$ cat src/rtl/divrem_sequencer.sv
// Iterative RV32M DIV/DIVU/REM/REMU unit for EX; DIVREM_EARLY_OUT_EN lets div-by-zero/overflow skip iterations.
// Latency: capture cycle + XLEN restoring steps, result in the one-cycle DONE state (early-out: capture + DONE).
// Backpressure: oStall freezes the whole pipeline until DONE; iFlush or a dropped iStart aborts silently.
module divrem_sequencer #(
    parameter int XLEN = 32
) (
    input  logic            iCLK,
    input  logic            iRST,
    input  logic            iStart,
    input  logic [2:0]      iFunct3,
    input  logic [XLEN-1:0] iA,
    input  logic [XLEN-1:0] iB,
    input  logic            iFlush,
    output logic            oStall,
    output logic            oReady,
    output logic [XLEN-1:0] oResult
);
    localparam int CW = $clog2(XLEN + 1);
    localparam logic [XLEN-1:0] MINV = {1'b1, {(XLEN-1){1'b0}}};

    typedef enum logic [1:0] {IDLE, CALC, DONE} state_t;

    state_t          state;
    logic [CW-1:0]   cnt;
    logic [2:0]      funct3Q;
    logic [XLEN-1:0] dvd, dvs, rem, origA;
    logic            qNeg, rNeg, divZero, sOvf;

    logic            inSigned, inDivZero, inOvf;
    logic [XLEN-1:0] absA, absB;

    assign inSigned  = (iFunct3 == 3'b100) || (iFunct3 == 3'b110);
    assign absA      = (inSigned && iA[XLEN-1]) ? -iA : iA;
    assign absB      = (inSigned && iB[XLEN-1]) ? -iB : iB;
    assign inDivZero = (iB == '0);
    assign inOvf     = inSigned && (iA == MINV) && (iB == '1);

`ifdef DIVREM_EARLY_OUT_EN
    logic            inIsRem;
    logic [XLEN-1:0] earlyResult;
    assign inIsRem     = (iFunct3 == 3'b110) || (iFunct3 == 3'b111);
    assign earlyResult = inDivZero ? (inIsRem ? iA : '1) : (inIsRem ? '0 : MINV);
`endif

    // One restoring step; a set top bit of the shifted remainder already means it exceeds the divisor.
    logic [XLEN:0]   shifted;
    logic [XLEN-1:0] diff, remNext, quoNext;
    logic            borrow, geq;

    assign shifted       = {rem, dvd[XLEN-1]};
    assign {borrow, diff} = {1'b0, shifted[XLEN-1:0]} - {1'b0, dvs};
    assign geq           = shifted[XLEN] | ~borrow;
    assign remNext       = geq ? diff : shifted[XLEN-1:0];
    assign quoNext       = {dvd[XLEN-2:0], geq};

    logic            isRemQ;
    logic [XLEN-1:0] quoFix, remFix, calcResult;

    assign isRemQ     = (funct3Q == 3'b110) || (funct3Q == 3'b111);
    assign quoFix     = qNeg ? -quoNext : quoNext;
    assign remFix     = rNeg ? -remNext : remNext;
    assign calcResult = divZero ? (isRemQ ? origA : '1) :
                        sOvf    ? (isRemQ ? '0 : MINV) :
                        (isRemQ ? remFix : quoFix);

    assign oStall = iStart && (state != DONE) && !iFlush;

    always_ff @(posedge iCLK) begin
        if (iRST) begin
            state   <= IDLE;
            cnt     <= '0;
            funct3Q <= '0;
            dvd     <= '0;
            dvs     <= '0;
            rem     <= '0;
            origA   <= '0;
            qNeg    <= 1'b0;
            rNeg    <= 1'b0;
            divZero <= 1'b0;
            sOvf    <= 1'b0;
            oReady  <= 1'b0;
            oResult <= '0;
        end else if (iFlush) begin
            state  <= IDLE;
            oReady <= 1'b0;
        end else begin
            case (state)
                IDLE: begin
                    oReady <= 1'b0;
                    if (iStart) begin
                        funct3Q <= iFunct3;
                        dvd     <= absA;
                        dvs     <= absB;
                        rem     <= '0;
                        origA   <= iA;
                        qNeg    <= inSigned && (iA[XLEN-1] ^ iB[XLEN-1]);
                        rNeg    <= inSigned && iA[XLEN-1];
                        divZero <= inDivZero;
                        sOvf    <= inOvf;
                        cnt     <= CW'(XLEN);
`ifdef DIVREM_EARLY_OUT_EN
                        if (inDivZero || inOvf) begin
                            state   <= DONE;
                            oResult <= earlyResult;
                            oReady  <= 1'b1;
                        end else begin
                            state <= CALC;
                        end
`else
                        state <= CALC;
`endif
                    end
                end
                CALC: begin
                    if (!iStart) begin
                        state <= IDLE;
                    end else begin
                        rem <= remNext;
                        dvd <= quoNext;
                        cnt <= cnt - CW'(1);
                        if (cnt == CW'(1)) begin
                            state   <= DONE;
                            oResult <= calcResult;
                            oReady  <= 1'b1;
                        end
                    end
                end
                DONE: begin
                    state  <= IDLE;
                    oReady <= 1'b0;
                end
                default: begin
                    state  <= IDLE;
                    oReady <= 1'b0;
                end
            endcase
        end
    end
endmodule

$ cat config.mk
export PLATFORM = sky130hd
export DESIGN_NAME = divrem_sequencer
export DESIGN_NICKNAME = d
export VERILOG_FILES = /design/src/rtl/divrem_sequencer.sv
export SDC_FILE = /design/constraint.sdc
export NUM_CORES = 1
export LEC_CHECK = 0
export CORE_UTILIZATION = 64
export DETAILED_ROUTE_END_ITERATION = 10
export PLACE_DENSITY = 0.87
export SLEW_MARGIN = 30
export SYNTH_ARGS = -nofsm -noshare
export SYNTH_HDL_FRONTEND = slang
export SYNTH_SLANG_ARGS = --single-unit
$ cat constraint.sdc
create_clock -name iCLK -period 13.26 [get_ports iCLK]
set_clock_uncertainty 0.1 [all_clocks]
set_input_delay 1.989 -clock iCLK [delete_from_list [all_inputs] [get_ports iCLK]]
set_output_delay 1.989 -clock iCLK [all_outputs]
set_load 0.05 [all_outputs]
==> impl_metrics.toml <==
[clock_tree]
cts_buffer_depth = 2
clk_latency_ps = 440
cts_made_buffers = 17
cts_resized = 0
post_cts_buffers = 0
cts_tree = "yes"
htree_levels = 4
root_buffer = "clkbuf_16"
postCtsHoldBufs = 0
path_clk_slew_ps = 70
clock_sinks = 175

[route]
avgRoutedWirePerCell_um = 20.2
drt_iter0_markers = 1532
drc_errors = 0
vias = 13300
routed_via_density = 6.63
detail_route.first_pass.iterations = 6
wirelength_um = 40400
postRouteAntennaNets = 0

[worst_setup_path]
cp_common_cell = "a21oi_1"
startpoint_type = "flop"
slowest_delay_ps = 650
cp_slowest_cell = "or4_1"
end_kind = "flop"
reg2reg_to = "oResult[20]"
r2r_slack_ps = 7410
cp_cell_sequence = "ha_1 > nor2b_4 > o31ai_2 > a21oi_1 > o311ai_2 > nand2_4 > inv_1 > ha_1 > or3b_2 > or4_1 > or3_1 > o41ai_1 > xnor2_1 > a21oi_1 > o21ai_0 > a21oi_1 > nor2_1"
worstSetupPathType = "reg2reg"
cp_max_fo = 60
cp-endpoint = "oResult[20]"
rr_startpoint = "rem[1]"
critPathRequiredTime_ps = 13490
cp.arrival_ps = 6080
critPathLaunch = "rem[1]"
reg2regPathDepth = 17

[synth]
ys_types = 85
synth-seq-area-share = 0.283
async_reset_ff_frac = 0
synth_edf_count = 0
synth_flop_cell = "dfxtp_1"
yosysWarnings = 0
synth_top_area_cell = "dfxtp_1"
synthesis.area_mm2 = 0.0124
synth_seq_cells = 175
avgSynthCellArea_um2 = 7.28
synth_top_area_frac = 0.283
ys_top_cells_by_area = "dfxtp_1, a21oi_1, nor2_1"
postSynthCellCount = 1701
synth_nets = 1812

[die]
core_area_mm2 = 0.0188
chipWidth_um = 141
start_util = 0.658
dieArea_mm2 = 0.0199
io-pin-count = 105
die-height_um = 141
rows = 50

[timing]
max_freq_ghz = 0.171
hold_viol_final = 0
period_minus_slack_ps = 5850
worstMarginPinSlew_ps = 921
max-slew-margin-rel = 0.386
drv_slew = 0
rsz0062_at_grt = "no"
fin_crit_sh = 0.441
setup_tns_ps = 0
setup_viol = 0

[final_layout]
diodes = 0
fin_nets = 1841
drive_gt1_frac = 0.0482
area_delta_synth_final_pct = 13.2
post-route-util = 0.744

[global_route]
grt_pass1_vias = 11900
grt_pass1_wl_um = 63700
grt_max_degree = 81
grt_usage = 0.407
antenna_found_initial = 0
overflow = 0

[place]
gp_congestion = 0.942
numPortBuffers = 104
hpwl_um = 28800

[hold_path]
hold_class = "reg2reg"

[power_and_ir_drop]
max-vdd-ir-drop_mv = 0.0937
p_per_area_mw_per_mm2 = 95.9
p_leak_nw = 5.15

[job]
drv_cap = 0

[run_status]
outcome = "finished, final reports clean"
==> sequential cells by signal, summed over array words and instances (netlist names) <==
signal,flops
sOvf,1
divZero,1
oReady,1
rem,32
origA,32
rNeg,1
state,2
dvd,32
dvs,32
cnt,6
funct3Q,2
oResult,32
qNeg,1
==> routing by layer <==
layer / wire [µm] / global-route usage / up-vias / share of wire
met2: 18300 / 0.644 / 814 / 0.45
li1: - / - / 6179 / -
met4: 1450 / 0.162 / 0 / 0.036
met3: 4190 / 0.0686 / 121 / 0.10
met5: 0 / 0 / - / 0
met1: 16500 / 0.550 / 6166 / 0.41
==> logic make-up after synthesis <==
logic type               Yosys count  share of synthesized area
AO/OA/AOI/OAI                    554                      0.286
XOR/XNOR                         128                     0.0905
adder cells (fa/ha/maj)           40                     0.0410
buffers and inverters            185                     0.0584
flip-flops                       175                      0.283
multiplexers                      23                     0.0205
AND/OR/NAND/NOR                  596                      0.221
==> per-stage QoR <==
step	total power [W]	hold WS, ps	std cells	setup WS [ps]	cell area [µm²]
global route	0.00139	374	2003	7140	14000
floorplan	0.000745	332	1701	8210	12400
finish	0.00134	355	2003	7410	14000
global placement	0.000829	340	1971	7690	13400
CTS	0.00134	354	2003	7520	14000
detailed placement	0.000831	344	1971	7610	13400
==> cell type report <==
type                    instances  area [µm²]
repair buffers                117        1140
flip-flops and latches        175        3500
clock buffers                  17         425
well taps                     260         325
fillers                      1546        4810
multi-input cells            1341        8170
inverters                      78         293
clock inverters                15         165
==> report_power, final <==
group	internal, W	switching, W
Combinational	0.000103	0.000169
Sequential	0.000543	0.0000156
Clock	0.000255	0.000260
Total	0.000901	0.000444
==> cells in the final DEF (no fill, tap or decap), drive strengths merged, types with 14 or more instances in the layout <==
master / count
o22ai: 20
inv: 85
nor2: 207
a21oi: 189
xnor2: 78
clkbuf: 17
clkdlybuf4s50: 103
nor3: 45
xor2: 50
nand3: 21
mux2i: 14
o21ai: 112
a221oi: 18
nand2: 200
dfxtp: 175
a31oi: 26
buf: 14
a22oi: 26
ha: 39
or3: 27
o31ai: 26
a211oi: 33
==> cells in the mapped netlist, types with 23 or more instances <==
master and count:
a211oi_1 33, a21oi_1 189, a22oi_1 26, a31oi_1 26, clkbuf_1 87, dfxtp_1 175, ha_1 39, inv_1 76
nand2_1 199, nor2_1 206, nor3_1 44, o21ai_0 106, o31ai_1 23, or3_1 27, xnor2_1 78, xor2_1 50
==> worst min path at each step <==
| stage | start | endpoint | slack (ps) | cells after the start |
|---|---|---|---|---|
| 2_1_floorplan | dvs[31] | dvs[31] | 330 | 2 |
| 3_3_place_gp | origA[31] | origA[31] | 340 | 2 |
| 3_5_place_dp | origA[31] | origA[31] | 340 | 2 |
| 4_1_cts | origA[31] | origA[31] | 350 | 2 |
| 5_1_grt | origA[12] | origA[12] | 370 | 2 |
| 6_report | dvs[31] | dvs[31] | 350 | 2 |
==> critical path, delay by kind of cell, from the launching register on <==
family          cells  cell delay [ps]
simple gates        6             2330
xor+xnor            1              150
flops               1              460
compound gates      7             1940
fa+ha+maj           2              510
buf+inv             1              210
Power figures use the tool's default switching activity.
